## src/rtl/uarch_pkg.sv

```systemverilog
// Shared micro-architecture types: register file geometry, data word, mode,
// and the operand-fetch sequencer state encoding.
package uarch;

    localparam int NUM_GPREGS = 16;
    localparam int REG_W      = $clog2(NUM_GPREGS);
    localparam int WORD_W     = 32;
    localparam int MODE_W     = 5;

    typedef logic [WORD_W-1:0] word;
    typedef logic [REG_W-1:0]  reg_num;
    typedef logic [MODE_W-1:0] psr_mode;

    typedef enum logic [1:0] {IDLE, ISSUE, DRAIN, DONE} reg_fetch_state;

endpackage

```

## src/rtl/core_reg_fetch.sv

```systemverilog
// Operand-fetch sequencer: issues one register-file read per cycle for each
// used source slot, collects the 1-cycle-late data and hands the set downstream.
module core_reg_fetch
    import uarch::*;
#(
    parameter int NUM_OPS = 3
) (
    input  logic                      clk,
    input  logic                      rst_n,
    input  logic                      flush,
    input  logic                      in_valid,
    output logic                      in_ready,
    input  logic [NUM_OPS*REG_W-1:0]  in_rs,
    input  logic [NUM_OPS-1:0]        in_use,
    input  logic [MODE_W-1:0]         in_mode,
    output logic [REG_W-1:0]          rd_r,
    output logic [MODE_W-1:0]         rd_mode,
    input  logic [WORD_W-1:0]         rd_value,
    output logic                      out_valid,
    input  logic                      out_ready,
    output logic [NUM_OPS*WORD_W-1:0] out_ops
);

    localparam int SLOT_W = (NUM_OPS > 1) ? $clog2(NUM_OPS) : 1;

    function automatic logic [SLOT_W-1:0] first_slot(input logic [NUM_OPS-1:0] m);
        first_slot = '0;
        for (int i = NUM_OPS - 1; i >= 0; i--)
            if (m[i]) first_slot = SLOT_W'(i);
    endfunction

    function automatic logic [NUM_OPS-1:0] slot_bit(input logic [SLOT_W-1:0] s);
        slot_bit = NUM_OPS'(1) << s;
    endfunction

    reg_fetch_state                   state;
    logic [NUM_OPS-1:0][REG_W-1:0]    in_rs_a;
    logic [NUM_OPS-1:0][REG_W-1:0]    rs_q;
    logic [NUM_OPS-1:0]               rem_q;
    logic [SLOT_W-1:0]                cur_slot;
    logic [SLOT_W-1:0]                pend_slot;
    logic                             pend_vld;
    logic [SLOT_W-1:0]                in_first;
    logic [SLOT_W-1:0]                rem_first;
    logic [NUM_OPS-1:0][WORD_W-1:0]   ops;
    logic                             accept;

    assign in_rs_a   = in_rs;
    assign in_first  = first_slot(in_use);
    assign rem_first = first_slot(rem_q);
    assign in_ready  = !flush && (state == IDLE || (state == DONE && out_ready));
    assign accept    = in_valid && in_ready;
    assign out_ops   = ops;

    always_ff @(posedge clk) begin
        if (!rst_n) begin
            state     <= IDLE;
            out_valid <= 1'b0;
            ops       <= '0;
            rd_r      <= '0;
            rd_mode   <= '0;
            rs_q      <= '0;
            rem_q     <= '0;
            cur_slot  <= '0;
            pend_slot <= '0;
            pend_vld  <= 1'b0;
        end else if (flush) begin
            state     <= IDLE;
            out_valid <= 1'b0;
            pend_vld  <= 1'b0;
        end else if (accept) begin
            rs_q      <= in_rs_a;
            ops       <= '0;
            pend_vld  <= 1'b0;
            out_valid <= 1'b0;
            // An op with no operands passes through DRAIN so every op,
            // empty or not, reports valid k+1 cycles after acceptance.
            if (in_use == '0) begin
                state <= DRAIN;
            end else begin
                state    <= ISSUE;
                rd_r     <= in_rs_a[in_first];
                rd_mode  <= in_mode;
                cur_slot <= in_first;
                rem_q    <= in_use & ~slot_bit(in_first);
            end
        end else begin
            case (state)
                ISSUE: begin
                    if (pend_vld) ops[pend_slot] <= rd_value;
                    pend_vld  <= 1'b1;
                    pend_slot <= cur_slot;
                    if (rem_q != '0) begin
                        rd_r     <= rs_q[rem_first];
                        cur_slot <= rem_first;
                        rem_q    <= rem_q & ~slot_bit(rem_first);
                    end else begin
                        state <= DRAIN;
                    end
                end
                DRAIN: begin
                    if (pend_vld) ops[pend_slot] <= rd_value;
                    pend_vld  <= 1'b0;
                    state     <= DONE;
                    out_valid <= 1'b1;
                end
                DONE: begin
                    if (out_ready) begin
                        state     <= IDLE;
                        out_valid <= 1'b0;
                    end
                end
                default: ;
            endcase
        end
    end

endmodule

```

## config.mk

```make
export PLATFORM = sky130hd
export DESIGN_NAME = core_reg_fetch
export DESIGN_NICKNAME = d
export VERILOG_FILES = /design/src/rtl/uarch_pkg.sv /design/src/rtl/core_reg_fetch.sv
export SDC_FILE = /design/constraint.sdc
export NUM_CORES = 1
export LEC_CHECK = 0
export CAP_MARGIN = 20
export CORE_MARGIN = 2
export CORE_UTILIZATION = 35
export CTS_CLUSTER_DIAMETER = 40
export CTS_CLUSTER_SIZE = 24
export DETAILED_ROUTE_END_ITERATION = 8
export PLACE_DENSITY = 0.67
export SYNTH_ARGS = -nofsm -noshare
export SYNTH_HDL_FRONTEND = slang
export SYNTH_SLANG_ARGS = --single-unit
```

## constraint.sdc

```tcl
create_clock -name clk -period 1.93 [get_ports clk]
set_clock_uncertainty 0.2 [all_clocks]
set_input_delay 0.386 -clock clk [delete_from_list [all_inputs] [get_ports clk]]
set_output_delay 0.386 -clock clk [all_outputs]
set_load 0.005 [all_outputs]
```

==> metrics.txt, run 1 <==
port bufs=163; P_sw=0.001412 W; Final ANT Viol Nets=0; Post-synth ARST share=0%; VDD IR max=around 0.0005 V; Die Width=122.3 um; first-pass GRT wire length=23.90 mm; Max Fclk=around 520 MHz; Design Area, Final=7898 um2; clock share of power=about half; Crit. End Element=flip-flop; Synth Net Count=approximately 680; Post-synth EDFFs=0; Final min period=between 1500 and 2000 ps; # setup viols final=0; FP Rows=43; clk buf depth=2; wire per inst=15.59 um; Hold Path Sink=out_ops[47]; sequential share of power=42.5%; number of vias per cell=roughly 5.0; Fin Hold WS=253.3 ps; area delta synth->final=61.14%; grt ovf=0; R2R Path End=out_ops[83]; core box area=between 10000 and 15000 um2; reg-to-reg slack, setup=6 ps; Net Sw Frac=22.26%; min-delay worst type=flip-flop to flip-flop; Detailed Route WL=15.51 mm; unrepaired setup endpoints after global routing=true; layout cells sized above 1=between 10% and 20%; IO Pins=between 150 and 200; H-tree depth=4; P_leak=2.782 nW; Tot GR Track Use=roughly 20%; gp weighted congestion=approximately 0.87; status=finished, final reports clean; vias after detailed routing=4971; ys flop type=dfxtp_1; Gate power share=8.1%; setup ws final=between 6 and 7 ps; flops & latches, synth=around 130; Hold Vio Cnt, Final=0; Initial Utilization=35.58%; Starting DRT DRC Count=328; max-cap violation count=0; pin count of the biggest net entering global routing=51; vias in the first global route=4801; R2R depth=6; Worst EP required=around 2000 ps; Clock transition at path regs=60 ps; Critical Path Source Type=flip-flop; worst skew pair latency=410 ps; sequential share of the synthesized area=52.28%; CTS tree=done; CTS Buf Count=17; Detailed Place HPWL=10.38 mm; WP data arrival=2020 ps; crit path kind=flip-flop to flip-flop; Worst R2R Start=state[1]; Worst Hold Path Cells=2; die area=between 10000 and 15000 um2; Area after DPL=6969 um2; DR pass1 iterations=5; dpl ws=-346.8 ps; worst hold start=out_ops[47]; initial antenna violation count=0; worst rel slew slack=69.69%; CP Max Fanout=32; Mapped Avg Cell Area=between 7 and 8 um2; Slew @ Worst Pin=451.2 ps; clock root buffer=clkbuf_16; ANT cells=0; Internal=between 0.004 and 0.005 W; drt drc=0; Nets=roughly 860; Die H=approximately 120 um; mapped cell area=approximately 4900 um2; Slew Viols, Final=0; Power Density=about 800 nW/um2; post-route clock period utilization=99.68%; yosys warns=0; CTS sink cnt=128; cells after synthesis=616; post-synth cell types=43; Hold-fix buffers, CTS=0
cells in the mapped netlist, types with 2 or more instances:
cell	instances	area share, %
o22ai_1	4	0.51
nor3_1	4	0.41
buf_2	12	1.2
a21oi_2	2	0.36
a21oi_1	116	12
nor2_1	15	1.1
nand3_1	6	0.61
clkbuf_1	26	2.0
mux2i_1	8	1.6
nand2_1	222	17
ha_1	4	1.0
nor3b_1	7	1.1
inv_1	15	1.1
nand2b_1	2	0.26
a2bb2oi_1	4	0.71
buf_4	2	0.31
dfxtp_1	128	52
o221ai_1	4	0.71
o21ai_0	8	0.82
o21a_1	4	0.61
layout make-up:
type	instances	area [um2]
inverters	15	61.31
fillers	1271	5876
clock buffers	22	474.2
well taps	180	225.2
clock inverters	10	108.9
multi-input cells	431	2322
flip-flops and latches	128	2570
repair buffers	209	2136
power by group through the flow:
| stage | registers (W) | clock network (W) | logic [W] |
|---|---|---|---|
| final | 0.00270 | 0.00313 | 0.000514 |
| after global routing | 0.00270 | 0.00332 | 0.000557 |
| after global placement | 0.00275 | 0 | 0.000467 |
| after CTS | 0.00270 | 0.00318 | 0.000489 |
| after detailed placement | 0.00276 | 0 | 0.000474 |
| after floorplan | 0.00275 | 0 | 0.000212 |
through the flow:
stage / instances / TNS, ps / total power, W / utilization [%]
2_1_floorplan: 616 / -39.06 / 0.002962 / -
3_3_place_gp: 953 / -34060 / 0.003220 / 50.60
3_5_place_dp: 953 / -39130 / 0.003230 / 50.60
4_1_cts: 987 / -69.57 / 0.006369 / 55.53
5_1_grt: 995 / -2595 / 0.006575 / 57.34
6_report: 995 / 0 / 0.006344 / 57.34
worst max-delay path: stages, from the launching register on:
cell      delay (ps)
dfxtp_4          390
inv_4             50
ha_4             270
nand3b_4          90
or3b_4           570
nand2_1          150
a21oi_1           70
flip-flops by register name, summed over array words and instances (netlist names):
register,cells
rd_r,4
state,2
pend_vld,1
rs_q,12
cur_slot,2
rem_q,3
out_ops,96
pend_slot,2
out_valid,1
rd_mode,5
layout by cell type (no fill, tap or decap), types with 3 or more instances in the layout:
cell / netlist / layout
a21oi_2: 2 / 13
clkdlybuf4s50_1: 0 / 161
nand2_4: 0 / 7
o22ai_1: 4 / 4
o21ai_0: 8 / 7
nand2_1: 222 / 212
buf_4: 2 / 30
mux2i_1: 8 / 8
nand3_1: 6 / 6
clkinvlp_4: 0 / 3
inv_1: 15 / 13
buf_6: 1 / 7
clkinv_2: 0 / 4
a2bb2oi_1: 4 / 4
nand2_2: 1 / 4
o21a_1: 4 / 4
buf_12: 0 / 5
clkbuf_16: 0 / 20
inv_4: 0 / 3
clkbuf_8: 0 / 3
dfxtp_1: 128 / 126
nor3b_1: 7 / 7
nor2_1: 15 / 13
o221ai_1: 4 / 4
a21oi_1: 116 / 103
layer usage:
layer | GRT usage [%] | vias up | wire, um
met5 | 0 | - | 0
met4 | 7.902 | 0 | 235
met3 | 5.390 | 20 | 1073
met2 | 35.03 | 189 | 7691
met1 | 24.67 | 2349 | 6507
li1 | - | 2413 | -
logic make-up (layout without fill, tap and decap cells):
family	Yosys count	after routing	share of synthesized area, %
flops	128	128	52.28
buf+inv	57	256	4.978
simple gates	269	269	23.10
mux	8	8	1.634
fa+ha+maj	4	4	1.021
compound gates	150	150	16.98
how the worst max path moves through the flow:
stage | slack [ps] | cells after the start | start | end
finish | 6 | 6 | state[1] | out_ops[83]
detailed placement | -350 | 8 | out_ready | out_ops[49]
global route | -70 | 6 | state[1] | out_ops[88]
floorplan | -30 | 6 | state[1] | cur_slot[0]
CTS | -70 | 5 | state[1] | in_ready
global placement | -320 | 4 | out_ready | in_ready
timing repair:
item | CTS | global route
gates resized for setup | 17 | 40
gates cloned | 1 | 3
pin swaps | 3 | 20
endpoints found under the setup margin | 106 | 112
setup buffers | 1 | 5
Note: power is estimated with default switching activity, not from simulation.
==> run 2, diff against run 1 <==
CTS_CLUSTER_DIAMETER = 50   (was 40)
==> results of run 2 <==
The final DEF is identical to that of run 1; final timing and power are the same.
==> run 3, diff against run 2 <==
ABC_AREA = 1   (was not set)
ABC_CLOCK_PERIOD_IN_PS = 1930   (was not set)
==> metrics.txt, run 3 <==
yosys warns=0 (unchanged); H-tree depth=4 (unchanged); Tot GR Track Use=20.12% (-0.41 points); ys flop type=dfxtp_1; gp weighted congestion=0.8492 (-2.4%); vias in the first global route=5023 (+4.6%); vias after detailed routing=5359 (+7.8%); status=finished, final reports clean; CP peak stage delay=360 ps (-210 ps); Worst R2R Start=state[1]; Detailed Route WL=15.84 mm (+2.2%); wire per inst=14.96 um (-4.0%); slowest CP cell=dfxtp_4; Starting DRT DRC Count=328 (unchanged); clock root buffer=clkbuf_16; Top cell by count, worst path=inv_2; crit path to=in_ready; CP Max Fanout=3 (-91%); Final ANT Viol Nets=0 (unchanged); synth top area cells=dfxtp_1 (49%), a21oi_1 (11%), nand2_1 (11%), nand3_1 (9.1%), nand4_1 (3.9%); area leader, netlist=dfxtp_1; # setup viols final=0 (unchanged); critical path, cell by cell=inv_2, ha_4, inv_2, a21oi_4, buf_2; max-cap violation count=0 (unchanged); Synth Net Count=740 (+9.3%); area delta synth->final=53.80%; Die Width=125.7 um (+2.7%); Reg area=2570 um2 (unchanged); Detailed Place HPWL=11.13 mm (+7.2%); min-delay worst type=flip-flop to flip-flop; CTS sink cnt=128 (unchanged); M2 GR Usage=30.49% (-4.5 points); first-pass GRT wire length=25.71 mm (+7.6%); reg-to-reg slack, setup=110 ps (+100 ps); post-synth cell types=23 (-47%); Die H=125.7 um (+2.7%); DR pass1 iterations=5 (unchanged); clk buf depth=2 (unchanged); core box area=14480 um2 (+5.1%); initial antenna violation count=0 (unchanged); M3 GR Usage=5.480% (+0.090 points); sequential share of the synthesized area=49.46% (-2.8 points); commonest non-fill, non-tap cell in the layout=clkdlybuf4s50_1; top-area cell type share of the netlist area=49.46% (-2.8 points); Slew Viols, Final=0 (unchanged); ANT cells=0 (unchanged); IO Pins=164 (unchanged); max FFs per register=96 (unchanged); P_leak=2.852 nW (+2.5%); Hold Vio Cnt, Final=0 (unchanged); worst rel slew slack=81.92% (+12 points); drt drc=0 (unchanged); met1 usage=27.46% (+2.8 points); utilization after layout=55.04% (-2.3 points); port bufs=163 (unchanged); CTS tree=done; R2R depth=8 (+2); Top Usage Layer GRT=met2; total power=0.006482 W (+2.2%); Post-synth top cells=nand2_1 (156), dfxtp_1 (128), a21oi_1 (118), nand3_1 (94), nor2_1 (37); worst skew pair latency=410 ps (about the same); grt ovf=0 (unchanged); Multi-input gate area=2326 um2 (+0.16%); Final min period=1889 ps (-34.44 ps); Slew @ Worst Pin=271.2 ps (-180.0 ps); CTS Buf Count=17 (unchanged); Max Fclk=529.3 MHz (+1.8%); die area=15790 um2 (+5.5%); Power Density=813.5 nW/um2 (+1.3%); layout cells sized above 1=12.11% (-3.1 points); VDD IR max=0.0005467 V (+6.6%); Nets=926 (+7.3%); mapped cell area=5181 um2 (+5.7%); Critical Path Start=state[0]; pin count of the biggest net entering global routing=36 (-29%); WP data arrival=1300 ps (-720 ps); number of vias per cell=5.060 (+1.3%); Crit. End Element=output port; Filler cells=1375 (+8.2%); cells after synthesis=679 (+10%); R2R Path End=out_ops[59]; FP Rows=44 (+2.3%); post-route clock period utilization=97.89% (-1.8 points); setup_tns=0 ps (unchanged); Post-synth ARST share=0% (unchanged); Worst EP required=1340 ps (-690 ps); Critical Path Source Type=flip-flop; unrepaired setup endpoints after global routing=true; most common cell in the netlist=nand2_1; Clock transition at path regs=60 ps (about the same); crit path kind=flip-flop to output port; Fin Hold WS=256.9 ps (+3.638 ps); most frequent cells in the layout=clkdlybuf4s50_1 (161), nand2_1 (156), dfxtp_1 (126), a21oi_1 (116), nand3_1 (94); Initial Utilization=35.78% (+0.20 points); flops & latches, synth=128 (unchanged); Post-synth EDFFs=0 (unchanged); Mapped Avg Cell Area=7.631 um2 (-4.1%)
[run 3: changes by cell type in the layout (fill, tap and decap cells not counted), moves of 6 or more]
cell and delta:
a21oi_1 +13, a21oi_2 -11, buf_4 +15, buf_6 -6, mux2i_1 -8, nand2_1 -56
nand2_4 -6, nand3_1 +88, nand3b_1 +6, nand4_1 +31, nor2_1 +23, nor3b_1 -7
o21ai_0 +11
[run 3: metrics by stage]
stage	area, um2	setup slack (ps)	cells
floorplan	5181	153.2	679
global placement	7330	-266.1	1029
detailed placement	7330	-260.9	1029
CTS	7948	14.74	1059
global route	7969	-1.624	1059
finish	7969	40.69	1059
[run 3: cells by family (layout without fill, tap and decap cells)]
| kind of cell | after synthesis | after routing | synth area share, % |
|---|---|---|---|
| simple gates | 337 | 337 | 29.61 |
| compound gates | 137 | 137 | 13.45 |
| flops | 128 | 128 | 49.46 |
| buf+inv | 73 | 269 | 6.520 |
| fa+ha+maj | 4 | 4 | 0.9660 |
[run 3: worst max-delay path: cells and delay by family (launching register included)]
kind	cells	cell delay, ps
DFF	1	360
buffers and inverters	3	260
AOI/OAI and AO/OA	1	140
adders and majority gates	1	130
[run 3: worst min-delay path by stage]
stage                           start           to  cells after the start
after CTS                  out_ops[0]   out_ops[0]                      2
after floorplan              rs_q[10]     rs_q[10]                      2
after detailed placement     rs_q[11]     rs_q[11]                      2
final                      out_ops[0]   out_ops[0]                      2
after global placement        rs_q[9]      rs_q[9]                      2
after global routing      out_ops[44]  out_ops[44]                      2
[run 3: layout make-up]
type                    count  area share, %
inverters                  21         0.9892
clock buffers              23          5.998
repair buffers            219          27.34
well taps                 184          2.889
clock inverters             6          1.350
flip-flops and latches    128          32.25
multi-input cells         478          29.19
[run 3: routing by layer]
layer | vias to the layer above | part of all wire (%)
li1 | 2670 | -
met2 | 213 | 44
met4 | 0 | 2.2
met5 | - | 0
met3 | 24 | 7.6
met1 | 2452 | 46
[run 3: power breakdown]
group | internal (W) | total [W] | switching (W)
Sequential | 0.00268 | 0.00271 | 0.0000234
Clock | 0.00211 | 0.00322 | 0.00111
Combinational | 0.000270 | 0.000553 | 0.000283
[run 3: timing repair]
item | 4_1_cts | 5_1_grt
pin swaps | 1 | 2
buffers inserted | 1 | 0
endpoints found under the hold margin | 0 | 0
endpoints found under the setup margin | 1 | 6
hold buffers | 0 | 0
gates resized for setup | 14 | 6
